--- config.mk ---
export PLATFORM = sky130hd
export DESIGN_NAME = vga_sync_module
export DESIGN_NICKNAME = d
export VERILOG_FILES = /design/src/rtl/vga_sync_module.sv
export SDC_FILE = /design/constraint.sdc
export NUM_CORES = 1
export LEC_CHECK = 0
export CAP_MARGIN = 15
export CORE_MARGIN = 2
export CORE_UTILIZATION = 51
export DETAILED_ROUTE_END_ITERATION = 7
export DONT_BUFFER_PORTS = 1
export PLACE_DENSITY = 0.66
export SYNTH_ARGS = -nofsm -noshare
export SYNTH_HDL_FRONTEND = slang
export SYNTH_SLANG_ARGS = --single-unit
--- constraint.sdc ---
create_clock -name CLK -period 3.6 [get_ports CLK]
set_input_delay 1.08 -clock CLK [delete_from_list [all_inputs] [get_ports CLK]]
set_output_delay 1.08 -clock CLK [all_outputs]
set_load 0.1 [all_outputs]
--- src/rtl/vga_sync_module.sv ---
// vga_sync_module: free-running VGA timing generator.
// Counts pixels (h_cnt) and lines (v_cnt) and registers, one CLK after the
// counter state they describe:
//   Ready_Sig        1 while the current pixel is visible
//   Column_Addr_Sig  visible column, 0 outside the visible area
//   Row_Addr_Sig     visible row, 0 outside the visible area
//   HSYNC_Sig        horizontal sync (level H_POL), plus SYNC_DLY extra CLKs
//   VSYNC_Sig        vertical sync (level V_POL), plus SYNC_DLY extra CLKs
//   Frame_Start      one-CLK pulse on the pixel enable at (0,0)
// Inputs: CLK, RSTn (asynchronous, active-low).
module vga_sync_module #(
  parameter int unsigned H_ACTIVE = 800,
  parameter int unsigned H_FRONT  = 40,
  parameter int unsigned H_SYNC   = 128,
  parameter int unsigned H_BACK   = 88,
  parameter int unsigned V_ACTIVE = 600,
  parameter int unsigned V_FRONT  = 1,
  parameter int unsigned V_SYNC   = 4,
  parameter int unsigned V_BACK   = 23,
  parameter bit          H_POL    = 1'b1,
  parameter bit          V_POL    = 1'b1,
  parameter int unsigned CLK_DIV  = 1,
  parameter int unsigned SYNC_DLY = 1
) (
  input  logic        CLK,
  input  logic        RSTn,
  output logic        Ready_Sig,
  output logic [10:0] Column_Addr_Sig,
  output logic [10:0] Row_Addr_Sig,
  output logic        HSYNC_Sig,
  output logic        VSYNC_Sig,
  output logic        Frame_Start
);

  localparam int unsigned ADDR_W  = 11;
  localparam int unsigned DIV_W   = 4;
  localparam int unsigned H_TOTAL = H_ACTIVE + H_FRONT + H_SYNC + H_BACK;
  localparam int unsigned V_TOTAL = V_ACTIVE + V_FRONT + V_SYNC + V_BACK;
  localparam int unsigned HS_BEG  = H_ACTIVE + H_FRONT;
  localparam int unsigned HS_END  = H_ACTIVE + H_FRONT + H_SYNC;
  localparam int unsigned VS_BEG  = V_ACTIVE + V_FRONT;
  localparam int unsigned VS_END  = V_ACTIVE + V_FRONT + V_SYNC;
  localparam int unsigned PIPE_W  = SYNC_DLY + 1;

  // Elaboration-time parameter sanity checks.
  generate
    if (H_TOTAL > 2047 || V_TOTAL > 2047) begin : g_bad_total
      $error("vga_sync_module: H_TOTAL/V_TOTAL must fit 11-bit counters");
    end
    if (CLK_DIV < 1 || CLK_DIV > 16) begin : g_bad_div
      $error("vga_sync_module: CLK_DIV must be 1..16");
    end
    if (SYNC_DLY > 4) begin : g_bad_dly
      $error("vga_sync_module: SYNC_DLY must be 0..4");
    end
  endgenerate

  logic [DIV_W-1:0]  div_cnt_q, div_cnt_d;
  logic [ADDR_W-1:0] h_cnt_q, h_cnt_d;
  logic [ADDR_W-1:0] v_cnt_q, v_cnt_d;
  logic              ready_q, ready_d;
  logic [ADDR_W-1:0] col_q, col_d;
  logic [ADDR_W-1:0] row_q, row_d;
  logic              fs_q, fs_d;
  logic [PIPE_W-1:0] hs_pipe_q, hs_pipe_d;
  logic [PIPE_W-1:0] vs_pipe_q, vs_pipe_d;

  logic pix_en_c;
  logic h_wrap_c;
  logic v_wrap_c;
  logic visible_c;
  logic hs_lvl_c;
  logic vs_lvl_c;

  // Pixel enable and timing decode from the current counter state.
  always_comb begin
    pix_en_c  = (div_cnt_q == DIV_W'(CLK_DIV - 1));
    h_wrap_c  = (h_cnt_q == ADDR_W'(H_TOTAL - 1));
    v_wrap_c  = (v_cnt_q == ADDR_W'(V_TOTAL - 1));
    visible_c = (h_cnt_q < ADDR_W'(H_ACTIVE)) && (v_cnt_q < ADDR_W'(V_ACTIVE));
    hs_lvl_c  = ((h_cnt_q >= ADDR_W'(HS_BEG)) && (h_cnt_q < ADDR_W'(HS_END))) ? H_POL : ~H_POL;
    vs_lvl_c  = ((v_cnt_q >= ADDR_W'(VS_BEG)) && (v_cnt_q < ADDR_W'(VS_END))) ? V_POL : ~V_POL;
  end

  // Counter next state: line advances only on the pixel that wraps h_cnt.
  always_comb begin
    div_cnt_d = div_cnt_q + DIV_W'(1);
    h_cnt_d   = h_cnt_q;
    v_cnt_d   = v_cnt_q;
    if (pix_en_c) begin
      div_cnt_d = '0;
      if (h_wrap_c) begin
        h_cnt_d = '0;
        v_cnt_d = v_wrap_c ? '0 : v_cnt_q + ADDR_W'(1);
      end else begin
        h_cnt_d = h_cnt_q + ADDR_W'(1);
      end
    end
  end

  // Output register inputs.
  always_comb begin
    ready_d = visible_c;
    col_d   = visible_c ? h_cnt_q : '0;
    row_d   = visible_c ? v_cnt_q : '0;
    fs_d    = pix_en_c && (h_cnt_q == '0) && (v_cnt_q == '0);
  end

  // Sync shift chains: stage 0 is the aligned register, the rest add delay.
  generate
    if (SYNC_DLY == 0) begin : g_nodly
      always_comb begin
        hs_pipe_d = hs_lvl_c;
        vs_pipe_d = vs_lvl_c;
      end
    end else begin : g_dly
      always_comb begin
        hs_pipe_d = {hs_pipe_q[PIPE_W-2:0], hs_lvl_c};
        vs_pipe_d = {vs_pipe_q[PIPE_W-2:0], vs_lvl_c};
      end
    end
  endgenerate

  always_ff @(posedge CLK or negedge RSTn) begin
    if (!RSTn) begin
      div_cnt_q <= '0;
      h_cnt_q   <= '0;
      v_cnt_q   <= '0;
      ready_q   <= 1'b0;
      col_q     <= '0;
      row_q     <= '0;
      fs_q      <= 1'b0;
      hs_pipe_q <= {PIPE_W{~H_POL}};
      vs_pipe_q <= {PIPE_W{~V_POL}};
    end else begin
      div_cnt_q <= div_cnt_d;
      h_cnt_q   <= h_cnt_d;
      v_cnt_q   <= v_cnt_d;
      ready_q   <= ready_d;
      col_q     <= col_d;
      row_q     <= row_d;
      fs_q      <= fs_d;
      hs_pipe_q <= hs_pipe_d;
      vs_pipe_q <= vs_pipe_d;
    end
  end

  assign Ready_Sig       = ready_q;
  assign Column_Addr_Sig = col_q;
  assign Row_Addr_Sig    = row_q;
  assign Frame_Start     = fs_q;
  assign HSYNC_Sig       = hs_pipe_q[PIPE_W-1];
  assign VSYNC_Sig       = vs_pipe_q[PIPE_W-1];

endmodule
; ---- After elaboration in Yosys (flattened, before gate mapping)
; Cells that the tools add are included.
[word_totals]
register_bits = 54
[op_classes]
n_addsub = 3
magnitude_cmp = 6
eq_ne = 2
n_mux = 7
n_reduce_logical = 9
[op_table]
columns = cell, count
row1 = $lt 11x10->1 const B, 4
row2 = $mux 11, 4
row3 = $add 11x1->11 const B, 2
row4 = $ge 11x10->1 const B, 2
row5 = $logic_not 11->1, 2
row6 = $eq 11x10->1 const B, 1
row7 = $eq 11x11->1 const B, 1
row8 = $logic_and 1x1->1, 5
row9 = $add 4x1->4 const B, 1
row10 = $logic_not 4->1, 1
row11 = $mux 4, 1
row12 = $mux 1, 2
row13 = $reduce_and 2->1, 1

; ---- Depth between registers and ports, before layout
; Gate-level depths: netlist of run 1.
[depth]
depth_word = 3
mapped_depth = 8

; ---- Worst setup path after synthesis of run 1
; OpenSTA, ideal clock, no wires.
[synth_path]
path_kind = reg2reg
from = register div_cnt_q[0]
to = register v_cnt_q[4]
arrival_ps = 2084
t_required_ps = 3517
path_slack_ps = 1433
path_stages_with_launch = 9
n_path_buf = 2
synth_period_minus_slack_ps = 2167
cell_sequence = dfrtp_1 inv_1 ha_1 or3b_1 clkbuf_2 or4_1 buf_2 or3_1 o21ai_0
[synth_via]
elab_chain_cells = 2
[synth_lines]
columns = element, line_no
row1 = "start, declared", 58  ; logic [DIV_W-1:0] div_cnt_q, div_cnt_d;
row2 = "start signal, assigned", 136  ; div_cnt_q <= div_cnt_d;
row3 = $logic_not 4->1, 77  ; pix_en_c = (div_cnt_q == DIV_W'(CLK_DIV - 1));
row4 = $reduce_and 2->1 (no source line), -
row5 = "end signal, assigned", 138  ; v_cnt_q <= v_cnt_d;
row6 = "end, declared", 60  ; logic [ADDR_W-1:0] v_cnt_q, v_cnt_d;
; No other way between the ends.
; A chain may end at the register's enable or synchronous reset.

; ---- Final worst setup path of run 1
; Ends and elaborated chain as after synthesis.

==> metrics.csv, run 1 <==
metric;value;unit
unrepaired setup endpoints after global routing;false;
first-pass GRT wire length;6520;µm
std cell rows;24;
Final Cycle Share;64.7;%
Period minus WS final;2.33;ns
power density cells;413;nW/µm²
number of global-route vias before repair;1380;
Final setup viols;0;
Clock Sinks;54;
pin count of the biggest net entering global routing;55;
core box area;4350;µm²
synth-to-layout area growth;6.55;%
fraction of final layout cells with drive strength greater than 1;6.76;%
Worst Path Required;3.82;ns
crit-path cells;inv_1 -> ha_1 -> or3b_1 -> or4_1 -> or3_1 -> o21ai_0;
setup bufs post-CTS;0;
routed vias/inst;5.69;
Synth Instances;208;
GR Util All Layers;16.4;%
die area;5090;µm²
Register-to-Register Path Depth;6;
Max Cap Viol;0;
initial antenna violation count;0;
Starting DRT DRC Count;129;
CP Depth;6;
DRT Pass-1 Iters;4;
Peak Freq;430;MHz
Fill cells;371;
Seq/Total Area, Yosys;58.5;%
critical path data arrival time;2.55;ns
Total Wirelength;3880;µm
Nets;216;
routed via count;1474;
Layout Skew;0.00674;ns
Chip Width;71.3;µm
Net Sw Power;0.000187;W
Netlist cell types;40;
worst r2r src;div_cnt_q[0]$_DFF_PN0_;
CP max-delay cell;or4_1;
switching share of power;18.4;%
crit path capture type;flop;
yosys warns;0;
diode count;0;
clk_lat worst skew;0.30;ns
critical path's top delay family;simple AND/OR/NAND/NOR gates;
total CTS buffers;5;
Worst Setup EP;v_cnt_q[4]$_DFFE_PN0P_;
Final Wtd Congestion;0.865;
WL/cell;15.0;µm
final hold vios;0;
sequential share of power;60.6;%
FF-to-FF setup slack;1.27;ns
die height;71.3;µm
Synth Register Bits;54;
Synth Area per Inst;11.1;µm²
clk buf depth;2;
Max stage delay on crit path;0.69;ns
highest-count cells in the layout ignoring fill and taps;dfrtp_1, and2_1, nand2_1, nand3_1, inv_1;
dpl hpwl;2550;µm
status;complete, no violations;
Worst Setup Start Kind;flop;
Initial Util;53.1;%
grt ovf;0;
io pins;28;
CTS resizes;0;
Critical Path Source;div_cnt_q[0]$_DFF_PN0_;
Worst-Margin Slew;0.876;ns
Hold Buf Count CTS;0;
peak supply drop;0.219;mV
leakage;1.13;nW
Comb pwr share;0;%
Max-slew headroom;41.6;%
clock-pin transition on the worst setup and hold timing paths;0.09;ns
commonest non-fill, non-tap cell in the layout;dfrtp_1;
Slew Viols, Final;0;
drt drc;0;
root buffer cell;clkbuf_8;
ANT nets after route;0;
Worst R2R End;v_cnt_q[4]$_DFFE_PN0P_;
H-tree depth;2;
CP bufs+invs;1;
total chip power;0.00102;W
clock share of power;39.3;%
I/O Buffers;0;
Synth Cell Area;2310;µm²
CTS tree;yes;
Final TNS setup;0;ns
Hold/Removal Path Class;reg -> reg;
Critical Path Fanout Max;6;
internal power;0.000829;W
Crit Path Category;reg -> reg;
==> metal layers <==
metal  vias to the layer above  part of all wire (%)  GRT usage (%)
li1                        697                     -              -
met1                       732                    46           21.2
met2                        43                    48           26.1
met3                         2                   5.2           4.78
met4                         0                  0.67           6.08
met5                         -                     0              0
==> worst reg2reg max path: stages (launching register included) <==
cell and delay (ns):
dfrtp_1 0.42, inv_1 0.07, ha_1 0.14, or3b_1 0.45
or4_1 0.69, or3_1 0.40, o21ai_0 0.08
==> layout make-up <==
class | count | area [µm²] | share of cell area (%)
clock buffers | 6 | 82.6 | 3.35
inverters | 11 | 41.3 | 1.68
multi-input cells | 133 | 877 | 35.6
well taps | 52 | 65.1 | 2.64
repair buffers | 2 | 15.0 | 0.610
flip-flops and latches | 54 | 1350 | 54.9
clock inverters | 1 | 30.0 | 1.22
==> cells in the mapped netlist (all sizes together) <==
cell type,count,share of area (%)
dfrtp,54,58
and2,22,6.0
nand2,12,1.9
nand3,12,2.6
inv,11,1.8
nor2,10,1.6
xnor2,10,3.8
clkbuf,9,1.5
nand4,8,2.2
ha,7,3.8
a21oi,6,1.3
nor4,5,1.6
o21ai,5,1.1
xor2,5,1.9
nor3,4,0.87
or3,3,0.81
or4,3,1.1
and3,2,0.54
buf,2,0.43
nor4bb,2,0.87
a2111oi,1,0.38
a211o,1,0.38
a211oi,1,0.32
a31oi,1,0.27
and4,1,0.38
conb,1,0.16
mux2,1,0.49
mux2i,1,0.43
nand3b,1,0.32
nor3b,1,0.32
nor4b,1,0.38
o21bai,1,0.32
o311a,1,0.49
o31a,1,0.38
o31ai,1,0.32
or3b,1,0.38
==> how the worst min path moves through the flow <==
stage | startpoint | to | slack (ns) | cells past startpoint
after global routing | hs_pipe_q[0]$_DFF_PN0_ | hs_pipe_q[1]$_DFF_PN0_ | 0.37 | 0
after floorplan | hs_pipe_q[0]$_DFF_PN0_ | hs_pipe_q[1]$_DFF_PN0_ | 0.33 | 0
final | hs_pipe_q[0]$_DFF_PN0_ | hs_pipe_q[1]$_DFF_PN0_ | 0.35 | 0
after global placement | vs_pipe_q[0]$_DFF_PN0_ | vs_pipe_q[1]$_DFF_PN0_ | 0.33 | 0
after detailed placement | hs_pipe_q[0]$_DFF_PN0_ | hs_pipe_q[1]$_DFF_PN0_ | 0.34 | 0
after CTS | hs_pipe_q[0]$_DFF_PN0_ | hs_pipe_q[1]$_DFF_PN0_ | 0.36 | 0
==> power groups by stage <==
stage | clock network, W | logic [W] | registers, W
2_1_floorplan | 0 | 0.000000181 | 0.000628
3_3_place_gp | 0 | 0.000000181 | 0.000628
3_5_place_dp | 0 | 0.000000181 | 0.000628
4_1_cts | 0.000412 | 0.000000181 | 0.000616
5_1_grt | 0.000436 | 0.000000349 | 0.000616
6_report | 0.000400 | 0.000000225 | 0.000616
==> flip-flops by register name, summed over array words and instances, names as in the netlist <==
| signal | flops |
|---|---|
| Column_Addr_Sig | 11 |
| Frame_Start | 1 |
| Ready_Sig | 1 |
| Row_Addr_Sig | 11 |
| div_cnt_q | 4 |
| h_cnt_q | 11 |
| hs_pipe_q | 2 |
| v_cnt_q | 11 |
| vs_pipe_q | 2 |
==> per-stage QoR <==
| step | instances | area, µm² | hold slack, ns | setup WS, ns | util (%) |
|---|---|---|---|---|---|
| after floorplan | 209 | 2310 | 0.331 | 1.43 | - |
| after global placement | 252 | 2350 | 0.333 | 1.35 | 54.0 |
| after detailed placement | 252 | 2350 | 0.336 | 1.31 | 54.0 |
| after CTS | 259 | 2460 | 0.356 | 1.28 | 56.6 |
| after global routing | 259 | 2460 | 0.366 | 1.08 | 56.6 |
| final | 259 | 2460 | 0.353 | 1.27 | 56.6 |
==> cell families after synthesis <==
kind of cell	synth area share [%]
AND/OR/NAND/NOR	22.0
adder cells (fa/ha/maj)	3.79
multiplexers	0.920
AO/OA/AOI/OAI	5.25
XOR/XNOR	5.68
buffers and inverters	3.74
other	0.162
flip-flops	58.5
(Power assumes the default switching activity.)
==> inputs of run 2 (changes only) <==
==> constraint.sdc (replaced) <==
create_clock -name CLK -period 2.35 [get_ports CLK]
set_input_delay 0.705 -clock CLK [delete_from_list [all_inputs] [get_ports CLK]]
set_output_delay 0.705 -clock CLK [all_outputs]
set_load 0.1 [all_outputs]
==> run 2 against run 1 <==
Sequential share of layout area shrank 5.0 points. Register-to-register slack got worse by 1.2 ns. First-iteration DRC count shrank 9.3%. Critical path type unchanged. Critical endpoint unchanged.
==> metrics.csv, run 2 (synthesized netlist as in run 1, its figures left out) <==
metric;value;unit
Critical Path Source;h_cnt_q[7]$_DFFE_PN0N_;
Initial Util;53.1;%
Layout Skew;0.00491;ns
power density cells;623;nW/µm²
diode count;0;
GR peak layer;met2;
WL/cell;14.6;µm
setup ws final;0.0980;ns
Fin Hold WS;0.0855;ns
Nets;245;
Max stage delay on crit path;0.65;ns
Total Wirelength;4210;µm
Starting DRT DRC Count;117;
Max Cap Viol;0;
critical path data arrival time;2.48;ns
status;complete, no violations;
io pins;28;
worst r2r src;h_cnt_q[7]$_DFFE_PN0N_;
highest-count cells in the layout ignoring fill and taps;dfrtp_1, buf_4, and2_1;
peak supply drop;0.369;mV
dpl hpwl;2840;µm
Slew Viols, Final;0;
crit path capture type;flop;
Worst-Margin Slew;0.494;ns
setup bufs post-CTS;0;
GR Layer Usage met2;29.4;%
Crit Path Category;reg -> reg;
first-pass GRT wire length;7200;µm
I/O Buffers;0;
Critical Path Fanout Max;6;
post-route design area;2710;µm²
DRT Pass-1 Iters;5;
H-tree depth;2;
routed via count;1571;
CP bufs+invs;0;
clk_lat worst skew;0.30;ns
Hold/Removal Path Class;in -> async;
commonest non-fill, non-tap cell in the layout;dfrtp_1;
clock-pin transition on the worst setup and hold timing paths;0.09;ns
total CTS buffers;5;
final hold vios;0;
Worst Path Required;2.58;ns
CP max-delay cell;or4_1;
CTS resizes;0;
unrepaired setup endpoints after global routing;false;
M3 GR Usage;4.22;%
routed vias/inst;5.44;
Chip Width;71.3;µm
drt drc;0;
CTS tree;yes;
number of global-route vias before repair;1550;
std cell rows;24;
M1 GR Usage;23.6;%
Final Wtd Congestion;0.902;
ANT nets after route;0;
initial antenna violation count;0;
critical path's top delay family;simple AND/OR/NAND/NOR gates;
Worst Setup Start Kind;flop;
pin count of the biggest net entering global routing;55;
Final Cycle Share;95.8;%
synth-to-layout area growth;17.3;%
die area;5090;µm²
Final setup viols;0;
pre-CTS setup slack;0.163;ns
clk buf depth;2;
core box area;4350;µm²
root buffer cell;clkbuf_8;
Hold Buf Count CTS;0;
fraction of final layout cells with drive strength greater than 1;18.6;%
GR Util All Layers;18.0;%
crit-path cells;or4_4 -> or4_1 -> or3_1 -> o21ai_0;
DP Area;2570;µm²
Peak Freq;444;MHz
die height;71.3;µm
Max-slew headroom;66.2;%
Final TNS setup;0;ns
leakage;1.29;nW
grt ovf;0;
Clock Sinks;54;
total chip power;0.00169;W
Period minus WS final;2.25;ns
run 2: cell count changes in the layout (fill, tap and decap cells not counted), sizes merged:
cell | before | now
buf | 2 | 31
bufinv | 1 | 2
run 2: layout make-up:
| class | instances | area (µm²) |
|---|---|---|
| clock inverter | 2 | 60.1 |
| fill | 354 | 1640 |
| timing repair buffer | 31 | 233 |
| clock buffer | 6 | 82.6 |
| sequential | 54 | 1350 |
| tap | 52 | 65.1 |
| multi-input combinational | 133 | 877 |
| inverter | 11 | 41.3 |
run 2: path summary, 6_finish.rpt:
kind,endpoint,slack [ns],cells after the start
max in group asynchronous,v_cnt_q[10]$_DFFE_PN0P_,2.18,0
hold / removal,Column_Addr_Sig[5]$_DFF_PN0_,0.09,0
setup reg to reg,v_cnt_q[4]$_DFFE_PN0P_,0.1,4
hold reg to reg,vs_pipe_q[1]$_DFF_PN0_,0.36,0
setup / recovery,v_cnt_q[4]$_DFFE_PN0P_,0.1,4
min in group CLK,vs_pipe_q[1]$_DFF_PN0_,0.36,0
run 2: where the power goes:
part | leakage, nW | total [W] | switching [W] | internal, W
logic | 0.501 | 0.0000165 | 0.0000142 | 0.00000224
clock network | 0.0714 | 0.000740 | 0.000286 | 0.000454
registers | 0.721 | 0.000931 | 0.000000436 | 0.000930
run 2: metal layers:
metal,vias to the layer above,wire length (µm)
met4,0,62
met3,6,217
met5,-,0
li1,758,-
met1,766,1860
met2,41,2080
run 2: worst register-to-register path: stages (launching register included):
cell	delay (ns)
dfrtp_1	0.46
or4_4	0.60
or4_1	0.65
or3_1	0.40
o21ai_0	0.08
run 2: per-stage QoR:
step | std cells | utilization, %
final | 289 | 62.2
after global routing | 289 | 62.2
after CTS | 289 | 62.2
after detailed placement | 281 | 59.0
after global placement | 281 | 59.0
after floorplan | 209 | -
==> inputs of run 3 (changes only) <==
--- a/config.mk
+++ b/config.mk
@@ -8,9 +8,11 @@
 export CAP_MARGIN = 15
 export CORE_MARGIN = 2
 export CORE_UTILIZATION = 51
+export CTS_BUF_LIST = sky130_fd_sc_hd__clkbuf_8
 export DETAILED_ROUTE_END_ITERATION = 7
 export DONT_BUFFER_PORTS = 1
 export PLACE_DENSITY = 0.66
+export RECOVER_POWER = 50
 export SYNTH_ARGS = -nofsm -noshare
 export SYNTH_HDL_FRONTEND = slang
 export SYNTH_SLANG_ARGS = --single-unit
==> run 3 against run 2 <==
Cell count stayed put. Total power hardly changed. Register-to-register slack about the same. First-iteration DRC count fell by 1.7%. Hold slack lost 0.0019 ns. Non-clock buffer count unchanged. Setup slack hardly changed. Clock skew is essentially flat. Routed wire length about the same. Critical endpoint unchanged.
==> metrics.csv, run 3 (synthesized netlist as in run 1, its figures left out) <==
metric;value;unit
WL/cell;14.6;µm
clock-pin transition on the worst setup and hold timing paths;0.09;ns
Chip Width;71.3;µm
Worst R2R End;v_cnt_q[4]$_DFFE_PN0P_;
DP Area;2570;µm²
root buffer cell;clkbuf_8;
Non-Filler Instances;289;
Worst-Margin Slew;0.540;ns
crit path capture type;flop;
unrepaired setup endpoints after global routing;false;
Final TNS setup;0;ns
Critical Path Source;h_cnt_q[7]$_DFFE_PN0N_;
CTS tree;yes;
Worst Setup EP;v_cnt_q[4]$_DFFE_PN0P_;
Hold/Removal Path Class;in -> async;
leakage;1.29;nW
pin count of the biggest net entering global routing;55;
total chip power;0.00169;W
Util after Layout;62.0;%
H-tree depth;2;
crit-path cells;or4_4 -> or4_1 -> or3_1 -> o21ai_0;
FF-to-FF setup slack;0.1;ns
Final Wtd Congestion;0.902;
initial antenna violation count;0;
Nets;245;
Layout Skew;0.00465;ns
I/O Buffers;0;
synth-to-layout area growth;16.8;%
die area;5090;µm²
DRT Pass-1 Iters;5;
grt ovf;0;
CTS resizes;0;
Total Wirelength;4220;µm
dpl hpwl;2840;µm
M3 GR Usage;4.22;%
core box area;4350;µm²
Slew Viols, Final;0;
die height;71.3;µm
fraction of final layout cells with drive strength greater than 1;18.1;%
Max-slew headroom;64.2;%
Worst Setup Start Kind;flop;
Initial Util;53.1;%
total CTS buffers;5;
ANT nets after route;0;
number of global-route vias before repair;1550;
power density cells;625;nW/µm²
Crit Path Category;reg -> reg;
Final Cycle Share;95.8;%
diode count;0;
Placed Cells;281;
post-route design area;2700;µm²
io pins;28;
highest-count cells in the layout ignoring fill and taps;dfrtp_1, buf_4, and2_1;
Final setup viols;0;
Register-to-Register Path Depth;4;
peak supply drop;0.368;mV
status;complete, no violations;
Max Cap Viol;0;
Peak Freq;444;MHz
Starting DRT DRC Count;115;
Critical Path Fanout Max;6;
Max stage delay on crit path;0.65;ns
critical path data arrival time;2.48;ns
routed vias/inst;5.48;
clk buf depth;2;
worst r2r src;h_cnt_q[7]$_DFFE_PN0N_;
GR peak layer;met2;
CP max-delay cell;or4_1;
Period minus WS final;2.25;ns
GR Layer Usage met2;29.4;%
drt drc;0;
clk_lat worst skew;0.30;ns
Clock Sinks;54;
Worst Path Required;2.58;ns
std cell rows;24;
GR Util All Layers;18.0;%
final hold vios;0;
commonest non-fill, non-tap cell in the layout;dfrtp_1;
first-pass GRT wire length;7200;µm
setup bufs post-CTS;0;
M1 GR Usage;23.6;%
Hold Buf Count CTS;0;
routed via count;1583;
==> run 3: routing by layer <==
metal | vias to the layer above | routed length, µm
met5 | - | 0
met4 | 0 | 62
met3 | 8 | 236
met2 | 46 | 2080
met1 | 770 | 1840
li1 | 759 | -
==> run 3: worst min path at each step <==
stage / from / to / slack (ns)
global placement: vs_pipe_q[0]$_DFF_PN0_ / vs_pipe_q[1]$_DFF_PN0_ / 0.33
global route: RSTn / Column_Addr_Sig[5]$_DFF_PN0_ / 0.06
floorplan: hs_pipe_q[0]$_DFF_PN0_ / hs_pipe_q[1]$_DFF_PN0_ / 0.33
finish: RSTn / Column_Addr_Sig[5]$_DFF_PN0_ / 0.08
CTS: RSTn / Column_Addr_Sig[5]$_DFF_PN0_ / 0.07
detailed placement: vs_pipe_q[0]$_DFF_PN0_ / vs_pipe_q[1]$_DFF_PN0_ / 0.34
==> run 3: per-stage QoR <==
step / setup slack, ns / hold slack [ns]
detailed placement: 0.163 / 0.343
finish: 0.0978 / 0.0836
global route: 0.0254 / 0.0631
CTS: 0.104 / 0.0749
global placement: 0.232 / 0.332
floorplan: 0.183 / 0.331
==> run 3: report_power, final <==
part,total (W),internal (W),leakage (nW),switching (W)
logic,0.0000165,0.00000224,0.495,0.0000142
registers,0.000931,0.000930,0.721,0.000000436
clock network,0.000741,0.000454,0.0714,0.000287
==> run 3: critical path, delay by kind of cell, from the launching register on <==
kind            cells  cell delay, ns
compound gates      1            0.08
flops               1            0.46
simple gates        3            1.65
==> run 3: final cells by class <==
type                            instances  area (µm²)
Inverter                               11        41.3
Tap cell                               52        65.1
Clock inverter                          2        60.1
Clock buffer                            6        82.6
Multi-Input combinational cell        133         877
Timing Repair Buffer                   31         221
Sequential cell                        54        1350
Fill cell                             359        1660
==> patch (config.mk and constraints of run 3) <==
Change the parameter `SYNC_DLY` from 1 to 0.
--- a/src/rtl/vga_sync_module.sv
+++ b/src/rtl/vga_sync_module.sv
@@ -22,3 +22,3 @@
   parameter int unsigned CLK_DIV  = 1,
-  parameter int unsigned SYNC_DLY = 1
+  parameter int unsigned SYNC_DLY = 0
 ) (
Behaviour: same outputs for any inputs over 10 cycles, from zero or initial values and one cycle with RSTn low; that may be too few to reach the edited logic, so the function may still have changed.
==> patch against run 3 <==
- first-iteration DRC count down 23%
- synthesized area up 1.4%
- worst setup slack better by 260 ps
- power down 18%
- sequential power down 3.8%
- cell area down 1.8%
- wire length up 6.8%
- fmax up 13%
- sequential cell count down 2
- critical endpoint is now v_cnt_q[8]
- largest cell class unchanged
==> patch: results (changes against run 3) <==
run_status:
  status: "completed"
synthesis:
  syn-mean-instance-area_um2: 11.1  # about the same
  synth.lib_cells_used.distinct: 47  # +18%
  area_fraction_in_compound_gates_after_synthesis: 0.0662  # +0.0137
  fraction_of_synthesized_cell_area_in_xor_and_xnor_cells: 0.0448  # -0.0120
  synth.top_cells.by_count: "52 x sky130_fd_sc_hd__dfrtp_1, 19 x sky130_fd_sc_hd__and2_1, 12 x sky130_fd_sc_hd__inv_1, 12 x sky130_fd_sc_hd__nor2_1, 11 x sky130_fd_sc_hd__nand2_1"
  muxShareOfSynthArea: 0.00908  # -0.000128
  synth_top_cells_by_area: "sky130_fd_sc_hd__dfrtp_1 56%, sky130_fd_sc_hd__and2_1 5.1%, sky130_fd_sc_hd__ha_1 3.7%, sky130_fd_sc_hd__xnor2_1 2.6%, sky130_fd_sc_hd__nand3_1 1.9%"
  sequential_to_total_area_share_from_yosys_stat: 0.555  # -0.0295
  synth_warnings: 0  # unchanged
  synth-adder-area-share: 0.0374  # -0.000526
  post-synth-top-area-cell: "sky130_fd_sc_hd__dfrtp_1"
  asyncSetResetFlopFracSynth: 1.00  # unchanged
worst_setup_path:
  worst-path-max-fanout: 8  # +2
  r2r_cells: 6  # +2
  worstSetupStartpoint: "div_cnt_q[0]"
  critical_path_top_delay_cell: "sky130_fd_sc_hd__or4_1"
  critical_path_data_arrival_time_ps: 2230  # -250 ps
  timing.critical_path.to: "v_cnt_q[8]"
  worst_path_largest_cell_delay_ps: 560  # -90 ps
placed_design:
  gp_congestion: 0.871  # -3.4%
  numPortBuffers: 0  # unchanged
  preCtsSetupSlack_ps: 354  # +190 ps
  placed_cells_incl_taps: 284  # +1.1%
  place.detailed.hpwl_mm: 3.21  # +13%
clock_network:
  clock_insertion_delay_at_the_later_pin_of_the_skew_report_ps: 300  # about the same
  cts_max_level: 2  # unchanged
  maximum_root_to_sink_buffer_count: 2  # unchanged
  clk_root_buffer_cell: "sky130_fd_sc_hd__clkbuf_8"
  path_clk_slew_ps: 90  # about the same
  num_cts_buffers: 5  # unchanged
  postCtsSetupBuffers: 0  # unchanged
  postCtsResizedCells: 0  # unchanged
drt:
  routedWlPerCell_um: 15.5  # +6.1%
  vias_per_cell: 5.66  # +3.4%
  drc_violation_total_after_the_first_tritonroute_iteration: 89  # -23%
  detail_route.first_pass.iterations: 4  # -1
  finalWirelength_mm: 4.50  # +6.8%
timing:
  finalCritPeriodShare: 0.848  # -0.110
  clock_skew_ps: 10.4  # +5.78 ps
  tightestPinTransition_ps: 559  # +19.1 ps
finish:
  net_count_final: 248  # +1.2%
  number_of_antenna_repair_diodes: 0  # unchanged
  fraction_of_layout_cells_with_a_size_suffix_above_1: 0.192  # +0.0110
global_route:
  grtUsageTotal: 0.192  # +0.0124
  grt_max_degree: 53  # -3.6%
  antenna_found_initial: 0  # unchanged
  grt_pass1_vias: 1614  # +4.1%
  grt_first_pass_wirelength_mm: 7.73  # +7.4%
min_path:
  worst_hold_path_type: "in -> async"
power_and_ir_drop:
  cellLeakagePower_nw: 1.21  # -5.9%
  vdd.ir_drop.worst_mv: 0.247  # -33%
patch: changes by cell type after synthesis, sizes merged, moves of 3 or more:
cell and change:
or3 -3, clkbuf -4, nand3 -3, buf +3, a22o +3, xnor2 -3
patch: cells by family after synthesis:
kind of cell | after synthesis
other | 1
XOR/XNOR | 12
buffers and inverters | 22
AND/OR/NAND/NOR | 91
multiplexers | 2
flip-flops | 52
adder cells (fa/ha/maj) | 7
AO/OA/AOI/OAI | 24
patch: worst max-delay path: cells and delay by family (launching register included):
family | cells | cell delay, ps
adders and majority gates | 1 | 160
and+or+nand+nor | 3 | 1190
DFF | 1 | 420
buffers and inverters | 1 | 70
AOI/OAI and AO/OA | 1 | 90
patch: power breakdown:
part / switching (mW) / internal, mW
Combinational: 0.0142 / 0.00224
Clock: 0.277 / 0.202
Sequential: 0.000494 / 0.896
patch: per-stage QoR:
step	cell area [um^2]	hold slack, ps	utilization	total power, mW
floorplan	2350	409	-	0.928
global placement	2580	410	0.588	0.931
detailed placement	2580	410	0.588	0.931
CTS	2660	81.1	0.607	1.41
global route	2650	72.2	0.604	1.44
finish	2650	91.8	0.604	1.39
patch: layout make-up:
| class | instances | area [um^2] |
|---|---|---|
| Fill cell | 376 | 1730 |
| Sequential cell | 52 | 1300 |
| Multi-Input combinational cell | 138 | 943 |
| Timing Repair Buffer | 30 | 214 |
| Clock buffer | 5 | 68.8 |
| Tap cell | 52 | 65.1 |
| Inverter | 12 | 45.0 |
| Clock inverter | 2 | 12.5 |
patch: metal layers:
metal	wire length [um]	vias up	track usage
met1	1950	797	0.261
met2	2170	58	0.308
met5	0	-	0
met4	100	0	0.0839
li1	-	784	-
met3	289	9	0.0295
patch: worst min path at each step:
stage	end	depth (start not counted)	start	slack (ps)
after floorplan	Column_Addr_Sig[0]	0	RSTn	410
after global placement	Row_Addr_Sig[10]	0	RSTn	410
after detailed placement	Column_Addr_Sig[10]	0	RSTn	410
after CTS	Row_Addr_Sig[7]	0	RSTn	80
after global routing	Row_Addr_Sig[7]	0	RSTn	70
final	v_cnt_q[8]	0	RSTn	90
